**src/rtl/counter_seq_ctrl_pkg.sv**
```systemverilog
// ============================================================================
// | Module   : counter_seq_ctrl_pkg                                          |
// | Purpose  : Shared state encoding and default width for the counter        |
// |            sequencer and its datapath.                                    |
// | Revision : 1.0  initial release                                           |
// ============================================================================
`default_nettype none

package counter_seq_ctrl_pkg;

   localparam int c_width_default = 13;

   typedef enum logic [2:0] {
      ST_IDLE  = 3'd0,
      ST_CLEAR = 3'd1,
      ST_RUN   = 3'd2,
      ST_HOLD  = 3'd3,
      ST_DONE  = 3'd4
   } seq_state_t;

   function automatic logic f_is_busy(input seq_state_t s);
      return (s == ST_CLEAR) || (s == ST_RUN) || (s == ST_HOLD);
   endfunction

endpackage

`default_nettype wire

```
**src/rtl/counter_seq_ctrl_tick_prescaler.sv**
```systemverilog
// ============================================================================
// | Module   : tick_prescaler                                                |
// | Purpose  : Mod-PRESCALE phase counter with freeze and clear; tick marks   |
// |            the last phase.                                                |
// | Revision : 1.0  initial release                                           |
// ============================================================================
`default_nettype none

module tick_prescaler #(
   parameter int PRESCALE = 4
) (
   input  logic clk,
   input  logic rst_n,
   input  logic i_run,
   input  logic i_clr,
   output logic o_tick
);

   localparam int c_pw = (PRESCALE > 1) ? $clog2(PRESCALE) : 1;
   localparam logic [c_pw-1:0] c_last = c_pw'(PRESCALE - 1);

   logic [c_pw-1:0] r_phase;

   // Phase only advances while running, so a pause keeps it exactly where it was.
   always_ff @(posedge clk or negedge rst_n) begin
      if (!rst_n) begin
         r_phase <= '0;
      end else if (i_clr) begin
         r_phase <= '0;
      end else if (i_run) begin
         if (r_phase == c_last) begin
            r_phase <= '0;
         end else begin
            r_phase <= r_phase + c_pw'(1);
         end
      end
   end

   assign o_tick = (r_phase == c_last);

endmodule

`default_nettype wire

```
**src/rtl/counter_seq_ctrl.sv**
```systemverilog
// ============================================================================
// | Module   : counter_seq_ctrl                                              |
// | Purpose  : Run-control sequencer that loads, steps and reloads an         |
// |            external up/down counter.                                      |
// | Revision : 1.0  initial release                                           |
// ============================================================================
`default_nettype none

module counter_seq_ctrl
   import counter_seq_ctrl_pkg::*;
#(
   parameter int WIDTH    = c_width_default,
   parameter int PRESCALE = 4
) (
   input  logic             clk,
   input  logic             rst_n,
   input  logic             i_start,
   input  logic             i_stop,
   input  logic             i_pause,
   input  logic             i_oneshot,
   input  logic             i_dir_up,
   input  logic [WIDTH-1:0] i_limit,
   input  logic [WIDTH-1:0] i_cnt_value,
   output logic             o_cnt_load,
   output logic [WIDTH-1:0] o_cnt_load_val,
   output logic             o_cnt_en,
   output logic             o_cnt_up,
   output logic             o_busy,
   output logic             o_done,
   output logic [2:0]       o_state
);

   seq_state_t       r_state;
   seq_state_t       w_state_nxt;
   logic [WIDTH-1:0] r_limit;
   logic             r_dir_up;
   logic             r_oneshot;

   logic             w_latch;
   logic             w_load;
   logic             w_en;
   logic             w_done;
   logic             w_ps_run;
   logic             w_ps_clr;
   logic             w_tick;
   logic             w_busy;
   logic [WIDTH-1:0] w_target;
   logic             w_at_target;

   tick_prescaler #(
      .PRESCALE (PRESCALE)
   ) u_tick_prescaler (
      .clk    (clk),
      .rst_n  (rst_n),
      .i_run  (w_ps_run),
      .i_clr  (w_ps_clr),
      .o_tick (w_tick)
   );

   // Equality only: a full-scale limit must not overflow any arithmetic.
   assign w_target    = r_dir_up ? r_limit : '0;
   assign w_at_target = (i_cnt_value == w_target);

   always_ff @(posedge clk or negedge rst_n) begin
      if (!rst_n) begin
         r_state <= ST_IDLE;
      end else begin
         r_state <= w_state_nxt;
      end
   end

   always_ff @(posedge clk or negedge rst_n) begin
      if (!rst_n) begin
         r_limit   <= '0;
         r_dir_up  <= 1'b0;
         r_oneshot <= 1'b0;
      end else if (w_latch) begin
         r_limit   <= i_limit;
         r_dir_up  <= i_dir_up;
         r_oneshot <= i_oneshot;
      end
   end

   always_comb begin
      w_state_nxt = r_state;
      w_latch     = 1'b0;
      w_load      = 1'b0;
      w_en        = 1'b0;
      w_done      = 1'b0;
      w_ps_run    = 1'b0;
      w_ps_clr    = 1'b0;
      case (r_state)
         ST_IDLE: begin
            if (i_start && !i_stop) begin
               w_latch     = 1'b1;
               w_state_nxt = ST_CLEAR;
            end
         end
         ST_CLEAR: begin
            w_load      = 1'b1;
            w_ps_clr    = 1'b1;
            w_state_nxt = i_stop ? ST_IDLE : ST_RUN;
         end
         ST_RUN: begin
            // stop outranks pause, pause outranks the tick.
            if (i_stop) begin
               w_state_nxt = ST_IDLE;
            end else if (i_pause) begin
               w_state_nxt = ST_HOLD;
            end else begin
               w_ps_run = 1'b1;
               if (w_tick) begin
                  if (w_at_target) begin
                     w_done = 1'b1;
                     if (r_oneshot) begin
                        w_state_nxt = ST_DONE;
                     end else begin
                        w_load = 1'b1;
                     end
                  end else begin
                     w_en = 1'b1;
                  end
               end
            end
         end
         ST_HOLD: begin
            if (i_stop) begin
               w_state_nxt = ST_IDLE;
            end else if (!i_pause) begin
               w_state_nxt = ST_RUN;
            end
         end
         ST_DONE: begin
            w_state_nxt = ST_IDLE;
         end
         default: begin
            w_state_nxt = ST_IDLE;
         end
      endcase
   end

   assign w_busy         = f_is_busy(r_state);
   assign o_busy         = w_busy;
   assign o_cnt_load     = w_load;
   assign o_cnt_en       = w_en;
   assign o_done         = w_done;
   assign o_cnt_up       = w_busy & r_dir_up;
   assign o_cnt_load_val = (w_busy && !r_dir_up) ? r_limit : '0;
   assign o_state        = r_state;

endmodule

`default_nettype wire

```
**config.mk**
```make
export PLATFORM = sky130hd
export DESIGN_NAME = counter_seq_ctrl
export DESIGN_NICKNAME = d
export VERILOG_FILES = /design/src/rtl/counter_seq_ctrl_pkg.sv /design/src/rtl/counter_seq_ctrl_tick_prescaler.sv /design/src/rtl/counter_seq_ctrl.sv
export SDC_FILE = /design/constraint.sdc
export NUM_CORES = 1
export LEC_CHECK = 0
export ABC_CLOCK_PERIOD_IN_PS = 2100
export CORE_MARGIN = 1.5
export CORE_UTILIZATION = 55
export DETAILED_ROUTE_END_ITERATION = 10
export DONT_BUFFER_PORTS = 1
export PLACE_DENSITY = 0.7
export SYNTH_ARGS = -nofsm -noshare
export SYNTH_HDL_FRONTEND = slang
export SYNTH_HIERARCHICAL = 1
export SYNTH_SLANG_ARGS = --single-unit
export TNS_END_PERCENT = 10
```
**constraint.sdc**
```tcl
create_clock -name clk -period 2.1 [get_ports clk]
set_input_delay 0.21 -clock clk [delete_from_list [all_inputs] [get_ports clk]]
set_output_delay 0.21 -clock clk [all_outputs]
set_load 0.01 [all_outputs]
```
==> results.md <==
* Outcome: finished, final reports clean
* Min Hold Slack at between 0.06 and 0.07 ns
* Synth warn at 6
* Area Growth Syn to Fin at 14.3%
* Fillers at 180
* Fin. Hold Viols at 0
* CTS tree: done
* Sink Count at 20
* Top cell type's share of synthesized area at 0.393
* Min-delay src: i_oneshot
* Area contributors post-synth: dfrtp_1, mux2_2, and2_1, nor3_1, o22ai_1
* GR Overflow Total at 0
* Post-Route WL at 2860 um
* Max-Cap Viols at 0
* Depth of the worst register-to-register path at 8
* Wire length per cell at roughly 17 um
* Initial Util at 0.581
* Die height at 51.1 um
* Worst hold-check path type: input port to register
* Most frequent cells after synthesis: dfrtp_1, and2_1, mux2_2, nor2_1, nor3_1
* Slew headroom at 0.376
* Pwr Density at 769 mW/mm2
* R2r setup slk at about 0.19 ns
* Seq pwr share at 0.501
* Worst setup path category: register to primary output
* Max IR drop VDD at 0.565 mV
* Final ANT Viol Nets at 0
* Pint at 0.000738 W
* Row Count at 17
* CTS buffer count at 3
* GR Util All Layers at 0.237
* Initial DRC Count at 21
* Die area at 0.00261 mm2
* Fin crit share at 0.979
* Register area at 502 um2
* Mapped cell area at about 0.0013 mm2
* CP arrival at roughly 1.9 ns
* Critical Path Sink Type: primary output
* Largest net degree at the start of global routing at 21
* Clock-pin transition on the worst setup and hold timing paths at 0.11 ns
* Clock tree buffer depth at 2
* Post-route insts no fill at 166
* Core area at between 0.002 and 0.0025 mm2
* Reg-to-reg startpoint: r_dir_up$_DFFE_PN0P_
* Post-DP HPWL at 2030 um
* Post-synthesis cell count at 127
* Post-Place Cells at 155
* Clock Tree Root: clkbuf_4
* LEAKAGE at 0.583 nW
* Sequential-to-total area share from yosys stat at 0.393
* Worst-margin pin slew at 0.933 ns
* Synth unique cells at 34
* Yosys top cell by area: dfrtp_1
* Clk Latency, worst-skew pair at ~0.29 ns
* Critical path launch point type: register
* Net Sw Frac at 0.340
* End of the worst register-to-register path: o_state[1]$_DFFE_PN0P_
* Diode count at 0
* Global-route wire length before repair at about 4700 um
* DRC at 0
* Hold path endpoint: r_oneshot$_DFFE_PN0P_
* Post-layout min period at 2.06 ns
* Final setup vio count at 0
* Ys async rst share at 1.00
* Footprint of the multi-input gates at 777 um2
* Worst Hold Depth at 1
* Achievable Freq at 486 MHz
* Mapped Nets at 161
* Vias in the first global route at 1044
* Post-layout nets at 174
* RSZ-0062 raised after global routing: yes
* Register bit total from synthesis at 20
* Comb pwr share at 0.343
* I/O Buffers at 0
* Share of cells above drive strength 1 at 0.312
* DIE WIDTH at 51.1 um
* Clk_skew at 0.00371 ns
* Switching power at 0.000381 W
* Via density at 6.20
* Initial antenna violation count at 0
* Dominant synthesized flop cell: dfrtp_1
* First-pass DRT Iterations at 4
* CP required at 1.89 ns
* Max Transition Viols Final at 0
* Post-synth EDFFs at 0
* CTS H-tree lvls at 1
* I/O pin total at 54
* Vias at 1029
* Mean Syn Cell Area at 10.0 um2
* Clk pwr share at 0.157
* Critical path fanouts, max at 7
* RePlAce Congestion at 0.750
* Count leader, synth: dfrtp_1
## worst max-delay path by stage
stage                                     from         end  slack [ns]  depth (start not counted)
after detailed placement  r_dir_up$_DFFE_PN0P_  o_cnt_load        0.13                          6
after global placement    r_dir_up$_DFFE_PN0P_  o_cnt_load        0.19                          6
after global routing      r_dir_up$_DFFE_PN0P_  o_cnt_load       -0.07                          6
after CTS                 r_dir_up$_DFFE_PN0P_  o_cnt_load       -0.01                          6
final                     r_dir_up$_DFFE_PN0P_  o_cnt_load        0.04                          6
after floorplan           r_dir_up$_DFFE_PN0P_  o_cnt_load        0.40                          5
## power groups by stage
stage	combinational (W)	sequential (W)	clock (W)
3_3_place_gp	0.000292	0.000559	0
5_1_grt	0.000422	0.000573	0.000192
2_1_floorplan	0.000283	0.000530	0
4_1_cts	0.000362	0.000552	0.000184
3_5_place_dp	0.000304	0.000569	0
6_report	0.000383	0.000560	0.000175
## registers in the layout, summed over array words and instances, names as in the netlist
signal and flops:
r_dir_up 1, r_oneshot 1, o_state 3, u_tick_prescaler/r_phase 2, r_limit 13
## cells in the final DEF (no fill, tap or decap), types with 2 or more instances in the layout
cell type,netlist,layout
o22ai_1,6,2
o22ai_2,0,4
mux2_2,15,15
clkbuf_4,0,3
o21a_1,3,3
nor2_1,8,8
nand2_1,5,5
buf_6,2,3
dfrtp_1,20,19
o21ai_0,4,4
nor3_1,8,5
a21oi_2,1,3
inv_1,3,3
dlygate4sd3_1,0,2
a21oi_1,4,2
nor3_2,0,3
nand3_1,4,4
buf_4,0,7
nand2b_1,2,2
and2_1,15,15
xnor2_1,3,3
xor2_1,4,4
nand4b_1,4,4
## repair_timing
item                                    4_1_cts  5_1_grt
pin swaps                                     5        6
hold buffers                                  2        0
buffers inserted                              5        2
resized for setup                             7        6
hold endpoints to repair                     22        0
endpoints found under the setup margin        3        3
## logic make-up after synthesis
kind of cell               synth area share
AOI/OAI and AO/OA                     0.135
xor gates and xnor gates             0.0482
adders and majority gates           0.00983
buffers and inverters                0.0334
DFF                                   0.393
muxes                                 0.141
and+or+nand+nor                       0.240
## per-stage QoR
stage	total power [W]	utilization	area [um2]	setup WS, ns	TNS [ns]
after floorplan	0.000813	-	1270	0.403	0
after global placement	0.000852	0.596	1310	0.192	0
after detailed placement	0.000873	0.596	1310	0.129	0
after CTS	0.00110	0.645	1410	-0.0144	-0.0144
after global routing	0.00119	0.664	1450	-0.0706	-0.188
final	0.00112	0.664	1450	0.0440	0
## routing by layer
layer	track usage	part of all wire
met2	0.381	0.50
met5	0	0
met3	0.0760	0.082
met4	0.0901	0.013
met1	0.297	0.41
## worst max-delay path: stages, from the launching register on
cell       delay (ns)
dfrtp_2          0.46
buf_6            0.14
nand4b_1         0.11
o22ai_2          0.17
a21oi_2          0.07
a2111oi_4        0.37
a31o_1           0.24
## area by class of cell
cell class | instances | area share
Tap cell | 28 | 0.0241
Timing Repair Buffer | 12 | 0.0731
Multi-Input combinational cell | 100 | 0.534
Inverter | 3 | 0.00775
Sequential cell | 20 | 0.345
Clock buffer | 3 | 0.0155
No activity file was read; power rests on OpenSTA's default activity.
